## config.mk

```make
export PLATFORM = sky130hd
export DESIGN_NAME = dmem_arbiter
export DESIGN_NICKNAME = d
export VERILOG_FILES = /design/src/rtl/dmem_arb_pkg.sv /design/src/rtl/dmem_arb_fsm.sv /design/src/rtl/dmem_arbiter.sv
export SDC_FILE = /design/constraint.sdc
export NUM_CORES = 1
export LEC_CHECK = 0
export ABC_AREA = 1
export CAP_MARGIN = 5
export CELL_PAD_IN_SITES_DETAIL_PLACEMENT = 1
export CELL_PAD_IN_SITES_GLOBAL_PLACEMENT = 2
export CORE_MARGIN = 3
export CORE_UTILIZATION = 13
export DETAILED_ROUTE_END_ITERATION = 6
export GPL_TIMING_DRIVEN = 0
export PLACE_DENSITY_LB_ADDON = 0.1
export SETUP_SLACK_MARGIN = 0.15
export SYNTH_ARGS = -nofsm -noshare
export SYNTH_HDL_FRONTEND = slang
export SYNTH_HIERARCHICAL = 1
export SYNTH_SLANG_ARGS = --single-unit
```

## constraint.sdc

```tcl
create_clock -name clk -period 2.3 [get_ports clk]
set_input_delay 0.345 -clock clk [delete_from_list [all_inputs] [get_ports clk]]
set_output_delay 0.345 -clock clk [all_outputs]
set_load 0.02 [all_outputs]
```

## src/rtl/dmem_arb_pkg.sv

```systemverilog
// Shared types and constants for the two-port data-memory arbiter.
// The optional statistics counters are enabled with DMEM_ARB_STATS_EN.
package dmem_arb_pkg;

    typedef enum logic [1:0] {
        PRI_A  = 2'd0,
        PRI_B  = 2'd1,
        LOCK_B = 2'd2
    } arb_state_e;

    localparam logic [2:0] F3_B  = 3'b000;
    localparam logic [2:0] F3_H  = 3'b001;
    localparam logic [2:0] F3_W  = 3'b010;
    localparam logic [2:0] F3_BU = 3'b100;
    localparam logic [2:0] F3_HU = 3'b101;

    localparam logic [1:0] OWN_NONE = 2'd0;
    localparam logic [1:0] OWN_A    = 2'd1;
    localparam logic [1:0] OWN_B    = 2'd2;

    function automatic logic f3_valid(input logic [2:0] f3);
        return (f3 == F3_B) || (f3 == F3_H) || (f3 == F3_W) ||
               (f3 == F3_BU) || (f3 == F3_HU);
    endfunction

endpackage

```

## src/rtl/dmem_arb_fsm.sv

```systemverilog
// Priority state, burst counter and combinational grant decision.
module dmem_arb_fsm
    import dmem_arb_pkg::*;
#(
    parameter int MAX_BURST = 8
) (
    input  logic clk,
    input  logic rst_n,
    input  logic a_req,
    input  logic b_req,
    input  logic b_lock,
    output logic a_gnt,
    output logic b_gnt
);

    localparam logic [7:0] MAXB = 8'(MAX_BURST);

    arb_state_e state_q, state_d;
    logic [7:0] cnt_q, cnt_d;

    always_comb begin
        state_d = state_q;
        cnt_d   = cnt_q;
        a_gnt   = 1'b0;
        b_gnt   = 1'b0;
        unique case (state_q)
            PRI_B: begin
                b_gnt = b_req;
                a_gnt = a_req & ~b_req;
                if (b_gnt) begin
                    if (b_lock) begin
                        state_d = LOCK_B;
                        cnt_d   = 8'd1;
                    end else begin
                        state_d = PRI_A;
                    end
                end
            end
            LOCK_B: begin
                if (b_req && b_lock && (cnt_q < MAXB)) begin
                    b_gnt = 1'b1;
                    // only beats that actually hold A off count toward the limit
                    if (a_req && (cnt_q != 8'hFF)) begin
                        cnt_d = cnt_q + 8'd1;
                    end
                end else begin
                    a_gnt   = a_req;
                    b_gnt   = b_req & ~a_req;
                    state_d = PRI_A;
                    cnt_d   = 8'd0;
                end
            end
            default: begin
                a_gnt = a_req;
                b_gnt = b_req & ~a_req;
                if (a_gnt && b_req) begin
                    state_d = PRI_B;
                end
            end
        endcase
    end

    always_ff @(posedge clk or negedge rst_n) begin
        if (!rst_n) begin
            state_q <= PRI_A;
            cnt_q   <= 8'd0;
        end else begin
            state_q <= state_d;
            cnt_q   <= cnt_d;
        end
    end

endmodule

```

## src/rtl/dmem_arbiter.sv

```systemverilog
// Two-port arbiter in front of the single-port data memory.
// Define DMEM_ARB_STATS_EN to add conflict/stall counters.
module dmem_arbiter
    import dmem_arb_pkg::*;
#(
    parameter int ADDR_W    = 6,
    parameter int WIDTH     = 32,
    parameter int MAX_BURST = 8
) (
    input  logic              clk,
    input  logic              rst_n,
    input  logic              a_req,
    input  logic              a_we,
    input  logic [ADDR_W-1:0] a_addr,
    input  logic [WIDTH-1:0]  a_wdata,
    input  logic [2:0]        a_funct3,
    output logic              a_gnt,
    output logic              a_rvalid,
    output logic [WIDTH-1:0]  a_rdata,
    output logic              stall,
    input  logic              b_req,
    input  logic              b_we,
    input  logic [ADDR_W-1:0] b_addr,
    input  logic [WIDTH-1:0]  b_wdata,
    input  logic [2:0]        b_funct3,
    input  logic              b_lock,
    output logic              b_gnt,
    output logic              b_rvalid,
    output logic [WIDTH-1:0]  b_rdata,
    output logic [ADDR_W-1:0] m_addr,
    output logic              m_read,
    output logic              m_write,
    output logic [WIDTH-1:0]  m_wdata,
    output logic [2:0]        m_funct3,
    input  logic [WIDTH-1:0]  m_rdata
`ifdef DMEM_ARB_STATS_EN
    ,
    input  logic              stats_clr,
    output logic [15:0]       conflict_cnt,
    output logic [15:0]       a_stall_cnt
`endif
);

    logic [1:0] owner_q, owner_d;

    dmem_arb_fsm #(
        .MAX_BURST(MAX_BURST)
    ) u_fsm (
        .clk   (clk),
        .rst_n (rst_n),
        .a_req (a_req),
        .b_req (b_req),
        .b_lock(b_lock),
        .a_gnt (a_gnt),
        .b_gnt (b_gnt)
    );

    assign stall = a_req & ~a_gnt;

    always_comb begin
        m_addr   = '0;
        m_read   = 1'b0;
        m_write  = 1'b0;
        m_wdata  = '0;
        m_funct3 = 3'b000;
        owner_d  = OWN_NONE;
        if (a_gnt) begin
            m_addr   = a_addr;
            m_read   = ~a_we;
            m_write  = a_we;
            m_wdata  = a_wdata;
            m_funct3 = a_funct3;
            owner_d  = a_we ? OWN_NONE : OWN_A;
        end else if (b_gnt) begin
            m_addr   = b_addr;
            m_read   = ~b_we;
            m_write  = b_we;
            m_wdata  = b_wdata;
            m_funct3 = b_funct3;
            owner_d  = b_we ? OWN_NONE : OWN_B;
        end
    end

    always_ff @(posedge clk or negedge rst_n) begin
        if (!rst_n) begin
            owner_q <= OWN_NONE;
        end else begin
            owner_q <= owner_d;
        end
    end

    assign a_rvalid = (owner_q == OWN_A);
    assign b_rvalid = (owner_q == OWN_B);
    assign a_rdata  = a_rvalid ? m_rdata : '0;
    assign b_rdata  = b_rvalid ? m_rdata : '0;

`ifdef DMEM_ARB_STATS_EN
    logic [15:0] conflict_q, conflict_d;
    logic [15:0] stall_q, stall_d;

    always_comb begin
        conflict_d = conflict_q;
        stall_d    = stall_q;
        if (stats_clr) begin
            conflict_d = 16'd0;
            stall_d    = 16'd0;
        end else begin
            if (a_req && b_req && (conflict_q != 16'hFFFF)) begin
                conflict_d = conflict_q + 16'd1;
            end
            if (stall && (stall_q != 16'hFFFF)) begin
                stall_d = stall_q + 16'd1;
            end
        end
    end

    always_ff @(posedge clk or negedge rst_n) begin
        if (!rst_n) begin
            conflict_q <= 16'd0;
            stall_q    <= 16'd0;
        end else begin
            conflict_q <= conflict_d;
            stall_q    <= stall_d;
        end
    end

    assign conflict_cnt = conflict_q;
    assign a_stall_cnt  = stall_q;
`endif

endmodule

```

Word-level counts from Yosys, hierarchy flattened
Index checks and enable logic that the tools add are counted.

Bitwise operators: 8. Equality and inequality tests: 9. Reduce and logical (&&, ||, !) cells: 8. Add/subtract/negate cells: 1. Order comparisons: 1. Muxes and demuxes: 30.

Operator list (number): 32-bit two-way mux (4); 8-bit two-way mux (4); 8-bit one-hot mux with 2 select lines (1); 2-bit two-way mux (7); 6-bit two-way mux (2); 8-bit by 1-bit adder with 8-bit output (second input constant) (1); 8-bit by 4-bit less-than comparator with 1-bit output (second input constant) (1); 8-bit inequality test (second input constant) (1); 1-bit two-way mux (7); 3-bit two-way mux (2); 2-bit inequality test (second input constant) (3); 1-bit inverter (5); 2-bit by 1-bit == test with 1-bit output (second input constant) (2); 2-bit == test (second input constant) (2); 1-bit logical AND (4); 1-bit one-hot mux with 2 select lines (2); 2-bit one-hot mux with 2 select lines (1); 4-bit AND reduction (1); 1-bit AND (3); 3-bit inequality test (second input constant) (1); 3-bit AND reduction (1); 3-bit nonzero test (1); 2-bit nonzero test (1).

Register bits after elaboration: 12. Input bits: 121. Output and inout bits: 112. Word-level logic and storage cells: 60.

Logic depth before layout (Yosys ltp)
Gate-level depths: netlist of the first run.

Depth after elaboration: 6. Depth in mapped cells: 11. Gate-level depth less buffers: 9.

Modules after synthesis
The synthesis of the first run kept the hierarchy.

By module, submodules not included: dmem_arbiter (instances 1, cells an instance 260, seq. area each 50.0 um^2, area an instance 1591.5 um^2); dmem_arb_fsm (instances 1, cells an instance 89, seq. area each 250.2 um^2, area an instance 658.1 um^2).

Worst setup path after synthesis of the first run
No wires, ideal clock.

Path kind: reg-to-output. Start point: register u_fsm.cnt_q[3]. End point: output port m_addr[5]. Setup slack: -0.095 ns. Data required time: 1.955 ns. Data arrival time: 2.050 ns. Buffers on the path: 2. Cell stages (with the launch flop): 10. Cell sequence: dfrtp_1 -> inv_1 -> nand3_1 -> nor2_4 -> nand2_1 -> o21ai_0 -> buf_4 -> buf_6 -> nand3_1 -> nand2_1.

Longest elaborated chain between the ends: 6. Elaborated cells on any way between the ends: 8. Those cells by class: order compare (1); mux (6); reduce/logical (1).

RTL lines: start, declared (line dmem_arb_fsm.sv:19) `logic [7:0] cnt_q, cnt_d;`; start signal, assigned (line dmem_arb_fsm.sv:69) `cnt_q <= cnt_d;`; 8-bit by 4-bit less-than comparator with 1-bit output (line dmem_arb_fsm.sv:40) `if (b_req && b_lock && (cnt_q < MAXB)) begin`; 1-bit logical AND (line dmem_arb_fsm.sv:40); 1-bit two-way mux (line dmem_arb_fsm.sv:40); 1-bit one-hot mux with 2 select lines (line dmem_arb_fsm.sv:26) `unique case (state_q)`; net b_gnt (line dmem_arbiter.sv:27) `output logic b_gnt,`; 6-bit two-way mux (line dmem_arbiter.sv:74) `end else if (b_gnt) begin`; 6-bit two-way mux (line dmem_arbiter.sv:67) `if (a_gnt) begin`; end, declared (line dmem_arbiter.sv:30) `output logic [ADDR_W-1:0] m_addr,`.

The timed path passes the listed nets, and every way through them passes these cells.

Worst setup path after layout of the first run
Start point: register u_fsm.state_q[1]. End point: output port m_funct3[1].

Longest elaborated chain between the ends: 4. Elaborated cells on any way between the ends: 6. Those cells by class: eq/ne (2); mux (4).

RTL lines: start, declared (line dmem_arb_fsm.sv:18) `arb_state_e state_q, state_d;`; start signal, assigned (line dmem_arb_fsm.sv:68) `state_q <= state_d;`; 2-bit == test / 2-bit by 1-bit == test with 1-bit output (equally long branches) (line dmem_arb_fsm.sv:26); 1-bit one-hot mux with 2 select lines (line dmem_arb_fsm.sv:26); 3-bit two-way mux (line dmem_arbiter.sv:74); 3-bit two-way mux (*) (line dmem_arbiter.sv:67); end, declared (line dmem_arbiter.sv:34) `output logic [2:0] m_funct3,`.

Every way passes the cells marked *; elsewhere a longest branch is shown, timed or not.

==> results of run 1 <==
## timing repair
item | in CTS | in global routing
setup endpoints to repair | 46 | 51
endpoints found under the hold margin | 0 | 0
resized for setup | 289 | 46
pin swaps | 7 | 4
cloned | 2 | 8
buffers inserted | 16 | 2
hold buffers | 0 | 0
## worst max-delay path, cell delays in order, from the launching register on
cell and delay (ns):
dfrtp_2 0.43, ha_4 0.30, buf_6 0.11, nor2_4 0.04, a21oi_4 0.21, buf_12 0.19
inv_16 0.07, clkbuf_16 0.16, nand3_2 0.06, nand2_2 0.05, buf_6 0.13
## how the worst min path moves through the flow
stage | end | start | slack [ns]
after floorplan | owner_q[0] | rst_n | 0.05
after detailed placement | u_fsm/cnt_q[3] | u_fsm/cnt_q[3] | 0.50
after CTS | u_fsm/cnt_q[0] | rst_n | 0.50
final | u_fsm/cnt_q[0] | rst_n | 0.47
after global routing | u_fsm/cnt_q[0] | rst_n | 0.53
after global placement | u_fsm/cnt_q[3] | u_fsm/cnt_q[3] | 0.49
## per-layer routing
layer / GRT usage [%] / vias to the layer above / share of wire (%)
li1: - / 1576 / -
met4: 2.22 / 0 / 1.1
met1: 13.5 / 1444 / 38
met5: 0 / - / 0
met2: 21.6 / 125 / 51
met3: 3.10 / 8 / 9.3
## layout by cell type (no fill, tap or decap), types with 12 or more instances in the layout
master	n
buf_4	18
nand2_2	47
inv_1	52
nand3_2	39
nor2_1	68
buf_6	49
clkdlybuf4s50_1	178
nand2_1	67
clkbuf_16	12
## per-stage QoR
stage          setup TNS [ns]  power (mW)  cells  instance area [sq um]
3_3_place_gp           -36.35        3.58    801                   4850
5_1_grt                 -5.39        5.16    833                   5590
3_5_place_dp           -36.43        3.61    801                   4850
4_1_cts                 -1.65        4.49    823                   5260
6_report                -1.42        4.83    833                   5590
2_1_floorplan               0        2.17    349                   2250
## state kept, by name (all words and copies together), names as in the netlist
name           flops
u_fsm/cnt_q        8
owner_q            2
u_fsm/state_q      2
## power groups by stage
stage | combinational [mW] | clock [mW] | sequential [mW]
CTS | 3.83 | 0.376 | 0.279
global placement | 3.30 | 0 | 0.278
finish | 4.19 | 0.362 | 0.279
detailed placement | 3.32 | 0 | 0.282
global route | 4.49 | 0.387 | 0.285
floorplan | 1.90 | 0 | 0.272
## cell type report
type	count	area [sq um]
Multi-Input combinational cell	259	1580
Fill cell	1982	11200
Clock buffer	4	88.8
Buffer	20	359
Sequential cell	12	302
Tap cell	220	275
Timing Repair Buffer	260	2750
Inverter	58	234
## synthesized netlist by cell type
library cell and instances:
dfrtp_1 12, inv_2 1, nand4_1 4, nor2_2 1, o21ai_0 5, nand2_1 71
ha_1 3, nor2_1 72, a21oi_1 6, nor2_4 1, clkbuf_8 4, inv_1 56
a21oi_4 1, xor2_1 1, buf_4 1, nand3_2 40, inv_12 1, nand2_4 3
buf_12 4, nand3_4 1, buf_6 11, nand3_1 7, nand2_2 43
## logic make-up (layout without fill, tap and decap cells)
| group | Yosys count | after routing | synth area share [%] |
|---|---|---|---|
| adders and majority gates | 3 | 3 | 1.67 |
| xor gates and xnor gates | 1 | 1 | 0.389 |
| and+or+nand+nor | 243 | 243 | 59.3 |
| buffers and inverters | 78 | 342 | 22.1 |
| DFF | 12 | 12 | 13.3 |
| AOI/OAI and AO/OA | 12 | 12 | 3.17 |
==> impl_metrics.ini, run 1 <==
[power]
cell_internal_pwr_mw = 2.64
pwr-share-seq_pct = 5.8
powerDensity_nw_per_um2 = 865
ir_drop_mv = 0.270
p_sw_mw = 2.19
swShare_pct = 45.3
power_frac_clock_pct = 7.5
combPwrFrac_pct = 86.7
p_leak_nw = 2.63

[sta]
fin_skew_ns = 0.00471
rsz0062_at_grt = yes
setup_viol = 40
fmax_mhz = 425
fin_ws_ns = -0.0507
worstMarginPinSlew_ns = 0.579
final_max_slew_viol_count = 0
finalHoldViolations = 0
max-slew-margin-rel_pct = 61.3
timing.final.crit_share_pct = 102
fin_crit_ns = 2.35
whs_ns = 0.474

[synth]
postSynthAreaPerCell_sq_um = 6.45
synth_area_sq_um = 2250
yosysTopAreaCellShare_pct = 17.8
synth_fp_nets = 473
netlist_instances = 349
yosysWarningCount = 6
post_synth_num_cell_types = 23
synth_top_area_cell = nand3_2
ys_ff_latch = 12
seq_area_frac_synth_pct = 13.3
synthTopCellsByArea = nand3_2, dfrtp_1, nor2_1

[worst_setup_path]
crit_required_ns = 1.96
crit_fanout = 11
rr_startpoint = u_fsm/state_q[1]
crit_path_start_kind = register
worst_ep_arrival_time_ns = 2.01
rrSetupSlack_ns = 0.73
critPathLaunch = u_fsm/state_q[1]
worstRegToRegCells = 8
cp-end-kind = output port
r2r_end = owner_q[1]
path_class = register to output port
worstSetupEndpoint = m_funct3[1]

[cts]
clk-insertion-delay-late_ns = 0.24
cts.htree.levels = 1
cts.reportedPaths.clkPinSlew_ns = 0.05
cts_root_buf = clkbuf_16
cts_tree = built
numCtsBuffers = 3
cts_buffer_depth = 2
cts_sinks = 12

[final_layout]
layout-drive-gt1-share_pct = 34.4
final_net_count = 738
final_core_util_pct = 33.3
diodes = 0
synthToLayoutAreaGrowth_pct = 148

[status]
violations = setup timing
outcome = finished with violations

[global_routing]
grt_pass1_wl_microns = 17700
grt.total_usage_pct = 11.7
grt_pass1_vias = 3233
grt_max_degree = 13
overflow = 0
antenna_found_initial = 0

[flow_run]
drv_cap = 0

[place]
hpwl_microns = 9970
gp_congestion = 0.679
io_buffers = 232
place_ws_ns = -0.875

[route]
dr.first_iter.drc_count = 65
dr.pass1.iters = 4
routed_wl_microns = 12600
drc = 0
vias = 3153
detail-route-antenna-nets = 0
via_per_inst = 3.79
wl_per_cell_microns = 15.1

[floorplan]
num_io_pins = 233
initial_core_util_pct = 13.4
rows = 47
fp.dieW_microns = 138
core_area_sq_um = 16800
dieArea_sq_um = 18900
die_h_microns = 138

[worst_hold_path]
hp-class = primary input to async pin
Note: power is estimated with default switching activity, not from simulation.
==> run 2: changes to the inputs <==
--- a/config.mk
+++ b/config.mk
@@ -11,6 +11,7 @@
 export CELL_PAD_IN_SITES_GLOBAL_PLACEMENT = 2
 export CORE_MARGIN = 3
 export CORE_UTILIZATION = 13
+export CTS_BUF_LIST = sky130_fd_sc_hd__clkbuf_8 sky130_fd_sc_hd__clkbuf_16
 export DETAILED_ROUTE_END_ITERATION = 6
 export GPL_TIMING_DRIVEN = 0
 export PLACE_DENSITY_LB_ADDON = 0.1
==> results of run 2 <==
The final DEF is identical to that of run 1; final timing and power are the same.
==> run 3: changes to the inputs <==
--- a/config.mk
+++ b/config.mk
@@ -7,14 +7,12 @@
 export LEC_CHECK = 0
 export ABC_AREA = 1
 export CAP_MARGIN = 5
-export CELL_PAD_IN_SITES_DETAIL_PLACEMENT = 1
-export CELL_PAD_IN_SITES_GLOBAL_PLACEMENT = 2
 export CORE_MARGIN = 3
-export CORE_UTILIZATION = 13
+export CORE_UTILIZATION = 30
 export CTS_BUF_LIST = sky130_fd_sc_hd__clkbuf_8 sky130_fd_sc_hd__clkbuf_16
 export DETAILED_ROUTE_END_ITERATION = 6
 export GPL_TIMING_DRIVEN = 0
-export PLACE_DENSITY_LB_ADDON = 0.1
+export PLACE_DENSITY = 0.83
 export SETUP_SLACK_MARGIN = 0.15
 export SYNTH_ARGS = -nofsm -noshare
 export SYNTH_HDL_FRONTEND = slang
==> run 3 against run 2 <==
  * The run still ends with setup timing left
  * Sequential power barely moved
  * Utilization rose by 44 points
  * Die area is 55% lower
  * Clock power fell by 35%
==> impl_metrics.ini, run 3 (synthesis results as in run 1) <==
[status]
outcome = finished with violations
violations = setup timing

[sta]
timing.final.crit_share_pct = 101
whs_ns = 0.459
setup-tns-final_ns = -0.130
fin_ws_ns = -0.0319
setup_viol = 9
fin_skew_ns = 0.00176
rsz0062_at_grt = yes
final_max_slew_viol_count = 0
worstMarginPinSlew_ns = 0.555
max-slew-margin-rel_pct = 62.9
fmax_mhz = 429
finalHoldViolations = 0
fin_crit_ns = 2.33

[floorplan]
initial_core_util_pct = 32.0
rows = 30
dieArea_sq_um = 8570
fp.dieW_microns = 92.6
num_io_pins = 233
core_area_sq_um = 7020
die_h_microns = 92.6

[worst_setup_path]
path_class = register to output port
cp-end-kind = output port
crit_fanout = 7
path_cells = ha_4 -> o21ai_2 -> o21ai_1 -> nand2_1 -> o21ai_4 -> buf_12 -> clkbuf_16 -> nand3_2 -> nand2_2 -> buf_6
worst_ep_arrival_time_ns = 1.99
crit_required_ns = 1.96
crit_path_start_kind = register
cp_slowest_cell = dfrtp_2
cpPeakStageDelay_ns = 0.44

[power]
powerDensity_nw_per_um2 = 850
ir_drop_mv = 0.584
p_leak_nw = 2.53
power_mw = 4.64

[global_routing]
grt_max_degree = 13
grt_pass1_vias = 3076
grt.total_usage_pct = 22.6
overflow = 0
grt_pass1_wl_microns = 15700
antenna_found_initial = 0

[final_layout]
top_register = u_fsm/cnt_q
biggestRegsByFlops = u_fsm/cnt_q (8), owner_q (2), u_fsm/state_q (2)
fill_cells = 476
final_cell_mix = clkdlybuf4s50_1, nor2_1, buf_6, inv_1
final_net_count = 732
diodes = 0
layout_commonest_cell = clkdlybuf4s50_1
largest_reg_flops = 8
final_area_sq_um = 5460
layout-drive-gt1-share_pct = 34.9
synthToLayoutAreaGrowth_pct = 143

[route]
wl_per_cell_microns = 15.3
dr.pass1.iters = 6
routed_wl_microns = 10800
detail-route-antenna-nets = 0
vias = 3160
drc = 0
dr.first_iter.drc_count = 94
via_per_inst = 4.50

[place]
place_ws_ns = -0.786
gp_congestion = 0.874
dpl-instance-area_sq_um = 4700
io_buffers = 232
hpwl_microns = 8240

[cts]
cts_tree = built
cts_buffer_depth = 2
cts_sinks = 12
ctsHoldBuffers = 0
cts.reportedPaths.clkPinSlew_ns = 0.05
cts_root_buf = clkbuf_8
clk-insertion-delay-late_ns = 0.24
cts.htree.levels = 1
numCtsBuffers = 3

[worst_hold_path]
hp-class = primary input to async pin

[flow_run]
drv_cap = 0
## run 3: cell count changes in the layout (fill, tap and decap cells not counted), sizes merged
cell,before,now
dlymetal6s2s,5,1
clkdlybuf4s50,178,183
clkbuf,14,12
clkdlybuf4s15,1,2
buf,83,78
dlygate4sd2,3,2
## run 3: path summary, 6_finish.rpt
check / cells after the start / endpoint / slack (ns) / from
max: 10 / m_addr[4] / -0.03 / u_fsm/state_q[1]
min: 1 / u_fsm/state_q[0] / 0.46 / rst_n
max reg2reg: 11 / owner_q[0] / 0.65 / u_fsm/state_q[0]
min reg2reg: 2 / u_fsm/cnt_q[3] / 0.51 / u_fsm/cnt_q[3]
max in group asynchronous: 1 / u_fsm/state_q[1] / 1.45 / rst_n
min in group clk: 2 / u_fsm/cnt_q[3] / 0.51 / u_fsm/cnt_q[3]
## run 3: worst max-delay path: cells and delay by family (launching register included)
kind,cells,cell delay [ns]
compound gates,3,0.25
fa+ha+maj,1,0.30
buf+inv,3,0.48
flops,1,0.44
simple gates,3,0.27
## run 3: final cells by class
| cell class | instances | area (sq um) | area share (%) |
|---|---|---|---|
| inverters | 58 | 230 | 4.22 |
| well taps | 96 | 120 | 2.20 |
| plain buffers | 20 | 348 | 6.37 |
| repair buffers | 254 | 2690 | 49.3 |
| flip-flops and latches | 12 | 302 | 5.52 |
| clock buffers | 4 | 55.1 | 1.01 |
| multi-input cells | 259 | 1710 | 31.4 |
## run 3: report_power, final
group | internal [mW] | switching (mW) | leakage (nW) | total (mW)
Sequential | 0.244 | 0.0319 | 0.160 | 0.276
Clock | 0.152 | 0.0824 | 0.0288 | 0.234
Combinational | 2.06 | 2.07 | 2.34 | 4.13
## run 3: layer usage
metal / GRT usage, % / vias to the layer above / routed length [microns] / part of all wire [%]
met5: 0 / - / 0 / 0
met2: 43.6 / 135 / 5860 / 54
li1: - / 1567 / - / -
met3: 5.61 / 15 / 861 / 8.0
met4: 5.57 / 0 / 208 / 1.9
met1: 24.3 / 1443 / 3840 / 36
## run 3: timing repair
item,CTS,global route
pin swaps,25,67
setup endpoints to repair,46,46
resized for setup,308,45
cloned,5,4
buffers inserted,13,0
## run 3: stage by stage
step                      utilization, %  cells
after CTS                           73.4    699
final                               77.8    703
after global routing                77.8    703
after global placement              66.9    677
after detailed placement            66.9    677
after floorplan                        -    349
==> RTL edit (config.mk and constraints of run 2) <==
`WIDTH`: 32 -> 64.
--- a/src/rtl/dmem_arbiter.sv
+++ b/src/rtl/dmem_arbiter.sv
@@ -6,3 +6,3 @@
     parameter int ADDR_W    = 6,
-    parameter int WIDTH     = 32,
+    parameter int WIDTH     = 64,
     parameter int MAX_BURST = 8
Interface: changed (6 resized); port bits go from 233 to 425. No check against the original RTL was run, so the function may have changed too.
==> RTL edit against run 2 <==
- critical path type unchanged
- combinational power rose by 50%
- the flow still finishes with violations (negative setup slack)
- synthesized cell count is 60% higher
- register-to-register slack worse by 0.15 ns
- design area rose by 54%
- largest power group unchanged
- sequential cell count is the same
- highest routed layer is now met5
- routed wire length up 86%
- area after synthesis grew 33%
- setup slack got worse by 0.031 ns
- core utilization is 5.5 points higher
- total power is 43% higher
- critical endpoint is now m_wdata[19]
==> RTL edit: results <==
set metrics [dict create \
    total_switching_power_w 0.00347 \
    drt-vias-per-instance 3.94 \
    combPwrFrac 0.907 \
    initial_antenna_violation_count 1 \
    post_route_cells_drive_above_1_share 0.299 \
    synthTopCellsByArea "nand2_1, nor2_1, nand3_2" \
    outcome "finished, violations left" \
    finish.net_count 1232 \
    crit_fanout 6 \
    max_slew_margin 0.623 \
    wirelength_um 23500 \
    setup-violations-final 60 \
    grt_pass1_wl_um 32100 \
    p_leak_nw 4.85 \
    initialDrtViolationCount 132 \
    power.internal_w 0.00344 \
    syn_avg_cell_area_um2 5.36 \
    reg2reg_setup_slack_ns 0.58 \
    vdd.ir_drop.worst_uv 424 \
    timing.final.ws_setup_ns -0.0812 \
    synthDistinctLibCells 24 \
    dpl_cell_area_um2 7730 \
    seq_area_frac_synth 0.100 \
    worstRegToRegCells 10 \
    seq_power_share 0.040 \
    violations "negative setup slack" \
    io_buffer_count 424 \
    grt_pass1_vias 5199 \
]
-- RTL edit: cell count changes after synthesis, sizes merged --
cell / delta
buf: +23
clkbuf: -4
inv: +32
nand2: +64
nand3: +32
nor2: +64
-- RTL edit: cells by family (layout without fill, tap and decap cells) --
kind of cell	Yosys count	in the layout
AND/OR/NAND/NOR	403	403
buffers and inverters	129	580
AO/OA/AOI/OAI	12	12
flip-flops	12	12
adder cells (fa/ha/maj)	3	3
XOR/XNOR	1	1
other	0	2
-- RTL edit: routing by layer --
layer  global-route usage  up-vias  wire length [µm]
li1                     -     2571                 -
met1                0.170     2292              8000
met2                0.353      214             13300
met3               0.0426       14              1920
met4               0.0227        2               257
met5                    0        -                12
-- RTL edit: repair_timing --
item / CTS / global route
setup buffers: 13 / 3
cloned: 6 / 1
endpoints found under the hold margin: 0 / 0
gates resized for setup: 607 / 88
pin swaps: 17 / 25
setup endpoints to repair: 178 / 111
-- RTL edit: worst max-delay path by stage --
| stage | from | end | slack (ns) | cells after the start |
|---|---|---|---|---|
| after global routing | u_fsm/state_q[0] | m_wdata[19] | -0.21 | 12 |
| after floorplan | u_fsm/state_q[1] | m_wdata[19] | 0.13 | 11 |
| after CTS | u_fsm/state_q[0] | m_wdata[32] | -0.10 | 13 |
| after global placement | b_req | m_wdata[58] | -1.10 | 12 |
| after detailed placement | b_req | m_wdata[58] | -1.07 | 12 |
| final | u_fsm/state_q[1] | m_wdata[19] | -0.08 | 11 |
-- RTL edit: final cells by class --
class	count	area, µm²
well taps	280	350
clock buffers	4	88.8
repair buffers	447	4590
inverters	90	343
fillers	2744	13600
diodes	2	5.00
multi-input cells	419	2440
flip-flops and latches	12	300
plain buffers	39	505
